`src/rtl/rr_pkg.sv`:
```
// Shared helpers for the round-robin stream mux.
//   rr_selw : index width for an N-way select (at least 1 bit)
//   rr_next : wrap-around increment of a round-robin pointer
package rr_pkg;

  function automatic int unsigned rr_selw(input int unsigned n);
    return (n > 1) ? int'($clog2(n)) : 1;
  endfunction

  function automatic int unsigned rr_next(input int unsigned ptr, input int unsigned n);
    return (ptr >= n - 1) ? 0 : ptr + 1;
  endfunction

endpackage

```
`src/rtl/rr_arbiter.sv`:
```
// Combinational round-robin priority pick.
// Ports:
//   req_i        : request vector, one bit per stream
//   ptr_i        : highest-priority stream index this cycle
//   gnt_c_o      : one-hot grant (zero when nothing requests)
//   gnt_idx_c_o  : index of the granted stream
//   any_c_o      : at least one request present
module rr_arbiter
  import rr_pkg::*;
#(
  parameter  int unsigned N    = 2,
  localparam int unsigned SELW = rr_selw(N)
) (
  input  logic [N-1:0]    req_i,
  input  logic [SELW-1:0] ptr_i,
  output logic [N-1:0]    gnt_c_o,
  output logic [SELW-1:0] gnt_idx_c_o,
  output logic            any_c_o
);

  localparam int unsigned W2 = 2 * N;

  logic [W2-1:0] req2_c;
  logic [W2-1:0] masked_c;

  // Upper copy holds the wrapped requests; lower copy is masked below ptr,
  // so the lowest set bit of the masked vector is the round-robin winner.
  always_comb begin
    req2_c      = {req_i, req_i};
    masked_c    = req2_c & ~((W2'(1) << ptr_i) - W2'(1));
    gnt_idx_c_o = '0;
    any_c_o     = 1'b0;
    for (int i = int'(W2) - 1; i >= 0; i--) begin
      if (masked_c[i]) begin
        any_c_o     = 1'b1;
        gnt_idx_c_o = (i >= int'(N)) ? SELW'(i - int'(N)) : SELW'(i);
      end
    end
    gnt_c_o = any_c_o ? (N'(1) << gnt_idx_c_o) : '0;
  end

endmodule

```
`src/rtl/rr_mux.sv`:
```
// N-to-1 valid/ready stream mux with round-robin arbitration and a single
// registered output stage (1-cycle latency, 1 beat/cycle throughput).
// Optional packet lock: define RR_MUX_LOCK_EN to hold the grant on one
// stream from its first beat until the beat carrying in_last.
// Ports:
//   clk, reset : clock and synchronous active-high reset
//   in_data    : packed input data, stream i at [i*WIDTH +: WIDTH]
//   in_valid   : per-stream beat offered
//   in_last    : per-stream end-of-packet marker
//   in_ready   : per-stream accept (one-hot or zero, combinational)
//   out_data   : registered output data
//   out_sel    : index of the stream that produced out_data
//   out_last   : registered in_last of the accepted beat
//   out_valid  : output register holds a beat
//   out_ready  : consumer accepts the output beat
module rr_mux
  import rr_pkg::*;
#(
  parameter  int unsigned N     = 2,
  parameter  int unsigned WIDTH = 8,
  localparam int unsigned SELW  = rr_selw(N)
) (
  input  logic                 clk,
  input  logic                 reset,
  input  logic [N*WIDTH-1:0]   in_data,
  input  logic [N-1:0]         in_valid,
  input  logic [N-1:0]         in_last,
  output logic [N-1:0]         in_ready,
  output logic [WIDTH-1:0]     out_data,
  output logic [SELW-1:0]      out_sel,
  output logic                 out_last,
  output logic                 out_valid,
  input  logic                 out_ready
);

  logic [WIDTH-1:0] out_data_q, out_data_d;
  logic [SELW-1:0]  out_sel_q, out_sel_d;
  logic             out_last_q, out_last_d;
  logic             out_valid_q, out_valid_d;
  logic [SELW-1:0]  ptr_q, ptr_d;

  logic [N-1:0]     req_c;
  logic [N-1:0]     gnt_c;
  logic [SELW-1:0]  gnt_idx_c;
  logic             any_c;
  logic             load_c;
  logic             xfer_c;
  logic [WIDTH-1:0] data_mux_c;
  logic             last_mux_c;

`ifdef RR_MUX_LOCK_EN
  logic             lock_q, lock_d;
  logic [SELW-1:0]  lockid_q, lockid_d;

  // While a packet is open only its owner may be granted.
  assign req_c = lock_q ? (in_valid & (N'(1) << lockid_q)) : in_valid;
`else
  assign req_c = in_valid;
`endif

  rr_arbiter #(
    .N (N)
  ) u_arb (
    .req_i       (req_c),
    .ptr_i       (ptr_q),
    .gnt_c_o     (gnt_c),
    .gnt_idx_c_o (gnt_idx_c),
    .any_c_o     (any_c)
  );

  // Output register can take a beat when empty or draining this cycle.
  assign load_c   = ~out_valid_q | out_ready;
  assign xfer_c   = load_c & any_c & ~reset;
  assign in_ready = xfer_c ? gnt_c : '0;

  // One-hot select of the granted stream's payload.
  always_comb begin
    data_mux_c = '0;
    for (int i = 0; i < int'(N); i++) begin
      if (gnt_c[i]) data_mux_c = data_mux_c | in_data[i*WIDTH +: WIDTH];
    end
    last_mux_c = |(gnt_c & in_last);
  end

  // Next-state: hold by default, load on accept, empty on idle load.
  always_comb begin
    out_data_d  = out_data_q;
    out_sel_d   = out_sel_q;
    out_last_d  = out_last_q;
    out_valid_d = out_valid_q;
    ptr_d       = ptr_q;
`ifdef RR_MUX_LOCK_EN
    lock_d      = lock_q;
    lockid_d    = lockid_q;
`endif
    if (load_c) begin
      if (any_c) begin
        out_data_d  = data_mux_c;
        out_sel_d   = gnt_idx_c;
        out_last_d  = last_mux_c;
        out_valid_d = 1'b1;
`ifdef RR_MUX_LOCK_EN
        // Pointer only moves once a packet closes.
        if (last_mux_c) begin
          lock_d = 1'b0;
          ptr_d  = SELW'(rr_next(32'(gnt_idx_c), N));
        end else begin
          lock_d   = 1'b1;
          lockid_d = gnt_idx_c;
        end
`else
        ptr_d = SELW'(rr_next(32'(gnt_idx_c), N));
`endif
      end else begin
        out_valid_d = 1'b0;
      end
    end
  end

  always_ff @(posedge clk) begin
    if (reset) begin
      out_data_q  <= '0;
      out_sel_q   <= '0;
      out_last_q  <= 1'b0;
      out_valid_q <= 1'b0;
      ptr_q       <= '0;
`ifdef RR_MUX_LOCK_EN
      lock_q      <= 1'b0;
      lockid_q    <= '0;
`endif
    end else begin
      out_data_q  <= out_data_d;
      out_sel_q   <= out_sel_d;
      out_last_q  <= out_last_d;
      out_valid_q <= out_valid_d;
      ptr_q       <= ptr_d;
`ifdef RR_MUX_LOCK_EN
      lock_q      <= lock_d;
      lockid_q    <= lockid_d;
`endif
    end
  end

  assign out_data  = out_data_q;
  assign out_sel   = out_sel_q;
  assign out_last  = out_last_q;
  assign out_valid = out_valid_q;

endmodule

```
`config.mk`:
```
export PLATFORM = sky130hd
export DESIGN_NAME = rr_mux
export DESIGN_NICKNAME = d
export VERILOG_FILES = /design/src/rtl/rr_pkg.sv /design/src/rtl/rr_arbiter.sv /design/src/rtl/rr_mux.sv
export SDC_FILE = /design/constraint.sdc
export NUM_CORES = 1
export LEC_CHECK = 0
export ABC_AREA = 1
export CAP_MARGIN = 20
export CORE_ASPECT_RATIO = 1.25
export CORE_MARGIN = 5
export CORE_UTILIZATION = 37
export CTS_CLUSTER_DIAMETER = 40
export DETAILED_ROUTE_END_ITERATION = 8
export HOLD_SLACK_MARGIN = 0.1
export MAX_ROUTING_LAYER = met4
export PLACE_DENSITY = 0.77
export SYNTH_ARGS = -nofsm -noshare
export SYNTH_HDL_FRONTEND = slang
export SYNTH_SLANG_ARGS = --single-unit
```
`constraint.sdc`:
```
create_clock -name clk -period 1.25 [get_ports clk]
set_clock_uncertainty 0.15 [all_clocks]
set_input_delay 0.125 -clock clk [delete_from_list [all_inputs] [get_ports clk]]
set_output_delay 0.125 -clock clk [all_outputs]
set_load 0.01 [all_outputs]
```
==> results of run 1 <==
-- worst max path at each step --
stage / startpoint / endpoint / cells after the start
finish: out_valid / in_ready[0] / 6
global route: out_valid / in_ready[0] / 6
CTS: ptr_q / in_ready[0] / 6
detailed placement: in_valid[1] / in_ready[0] / 6
global placement: in_valid[1] / in_ready[0] / 6
floorplan: out_valid / in_ready[0] / 5
-- registers in the layout (all words and copies together), names as in the netlist --
register   flops
ptr_q          1
out_valid      1
out_sel        1
out_last       1
out_data       8
-- cells in the final DEF, fill, tap and decap left out, drive strengths merged --
cell type,instances
nor2,2
dlygate4sd2,14
a21oi,12
clkbuf,3
clkdlybuf4s50,19
inv,25
nand2,24
o21ai,2
nand3,20
buf,15
dfxtp,12
-- cell families (layout without fill, tap and decap cells) --
logic type,after synthesis,after routing
AND/OR/NAND/NOR,46,46
buffers and inverters,28,76
AO/OA/AOI/OAI,13,14
flip-flops,12,12
-- through the flow --
stage,hold slack [ns],util (%)
after global placement,0.328,63.0
final,0.201,65.6
after floorplan,0.166,-
after CTS,0.198,64.8
after detailed placement,0.335,63.0
after global routing,0.231,65.6
-- repair_timing --
item,CTS,global route
pin swaps,3,4
setup endpoints to repair,22,7
cloned,0,1
resized for setup,26,5
buffers inserted,4,1
-- worst min-delay path: stages --
cell and delay, ns:
dlygate4sd2_1 0.19, inv_1 0.04, nand2_2 0.07, buf_4 0.10, a21oi_1 0.06
-- layout make-up --
class	instances	area (um^2)
fill	167	601
timing repair buffer	48	420
multi-input combinational	60	340
sequential	12	243
inverter	25	93.8
tap	19	23.8
clock buffer	3	22.5
-- layer usage --
metal  routed length (um)  up-vias  global-route usage, %
met4                   51        0                   8.85
met5                    0        -                      -
met2                 1170       25                   28.0
li1                     -      407                      -
met1                  848      355                   18.4
met3                  118        5                   3.79
-- where the power goes --
part	leakage [nW]	internal [mW]	switching (mW)
registers	0.100	0.420	0.0174
logic	0.495	0.185	0.181
clock network	0.0138	0.112	0.130
total	0.609	0.716	0.328
==> impl_metrics.py, run 1 <==
metrics = {
    "power_and_ir_drop": {
        "leakagePower_nw": 0.609,
        "p_per_area_mw_per_mm2": 913,
        "ir_worst_vdd_v": 0.000554,
        "finalPower_mw": 1.04,
    },
    "drt": {
        "via_per_inst": 4.74,
        "ant_nets": 0,
        "wl_um": 2190,
        "drt-initial-drc-count": 11,
        "drc": 0,
        "firstDrtPassIters": 4,
        "via_count": 792,
        "drt-wirelength-per-cell_um": 13.1,
    },
    "clock_network": {
        "cts_max_level": 1,
        "clkSinkCount": 12,
        "cts_tree": "yes",
        "clock_path_buffers": 2,
        "cts_made_buffers": 3,
        "clk_pin_slew_worst_paths_ns": 0.07,
        "hold_buffers": 0,
        "clock_latency_ns": 0.27,
        "ctsRootBufferMaster": "clkbuf_4",
    },
    "layout": {
        "diodes": 0,
        "drive_above_1_share_pct": 27.7,
        "area_growth_pct": 72.5,
        "final-instance-count-excl-fill": 167,
        "finalNetCount": 173,
        "design_area_mm2": 0.00114,
    },
    "place": {
        "pre_cts_slack_ns": -0.582,
        "globalplace.congestion": 0.700,
        "placed_cells": 161,
        "dpl_cell_area_mm2": 0.00110,
        "portBuffers": 35,
        "dpl.hpwl_um": 1560,
    },
    "sta": {
        "fmax_mhz": 738,
        "hold_viol_final": 0,
        "slew_headroom_pct": 83.6,
        "setup_ws_ns": -0.105,
        "fin_crit_ns": 1.35,
        "setup_viol": 2,
        "finalMaxSlewViolations": 0,
        "grt_setup_unrepaired": "yes",
        "fin_crit_sh_pct": 108,
        "tns_ns": -0.170,
        "tightest_slew_ns": 0.245,
    },
    "synthesis": {
        "synth-simple-area-share_pct": 30.9,
        "synth_area_leader_cell": "dfxtp_1",
        "synthAdderAreaFrac_pct": 0,
        "synth_xor_area_share_pct": 0,
        "synthFlopType": "dfxtp_1",
        "synth-compound-area-share_pct": 15.5,
        "synth_cell_types": 12,
        "synth_top_family_by_area": "simple AND/OR/NAND/NOR gates",
        "synth-seq-cells": 12,
        "ys_seq_area_share_pct": 36.2,
        "async_flop_share_pct": 0,
        "synthMostInstantiatedCell": "inv_1",
        "syn-num-nets": 122,
        "synthCells": 99,
        "syn_area_um2": 663,
        "yosys_warnings": 0,
        "synth.top_cell.area_share_pct": 36.2,
        "synth_edf_count": 0,
        "synthMuxAreaShare_pct": 0,
        "ys_top_cells_by_count": "inv_1, nand2_1, nand3_1",
        "avgSynthCellArea_um2": 6.70,
        "synthTopCellsByArea": "dfxtp_1, nand3_1, inv_1, nand2_1, a21oi_2",
    },
    "status": {
        "run_status": "complete, but fails checks",
        "violations": "setup timing",
    },
    "worst_setup_path": {
        "reg2reg_to": "out_data[7]",
        "max_stage_delay_ns": 0.33,
        "crit_type": "reg2out",
        "timing.critical_path.required_ns": 0.98,
        "cp-end-kind": "output pin",
        "crit_chain": "nand2_2 -> nand2_2 -> inv_2 -> nand2_2 -> nor2_1 -> buf_2",
        "reg2regPathDepth": 8,
        "path_max_fanout": 3,
        "r2r_slack_ns": 0.05,
        "cp_slowest_cell": "dfxtp_2",
        "cp_common_cell": "nand2_2",
        "critPathBufInv": 2,
        "r2r-start": "out_valid",
        "arrival_ns": 1.08,
        "cp_top_family": "flip-flops",
        "cp-start-kind": "flop",
    },
    "min_path": {
        "hold_class": "in2reg",
        "min_from": "out_ready",
        "holdPathEnd": "out_valid",
        "whs_path_depth": 5,
    },
    "die": {
        "fp.dieW_um": 47.9,
        "initial_utilization_pct": 38.0,
        "fp.dieArea_mm2": 0.00274,
        "core-area_mm2": 0.00174,
        "die_y_um": 57.3,
        "ios": 36,
        "rows": 17,
    },
    "global_route": {
        "overflow": 0,
        "antenna_found_initial": 0,
        "grt_usage_pct": 17.2,
        "grt_max_degree": 13,
        "grt_pass1_vias": 765,
        "grt_pass1_wl_um": 3280,
    },
    "run": {
        "cap_violations": 0,
    },
}
(Power assumes the default switching activity.)
==> run 2: changes to the inputs <==
Settings changed: SLEW_MARGIN from default to 25.
==> results of run 2 <==
Final layout, timing and power as in run 1 (identical DEF).
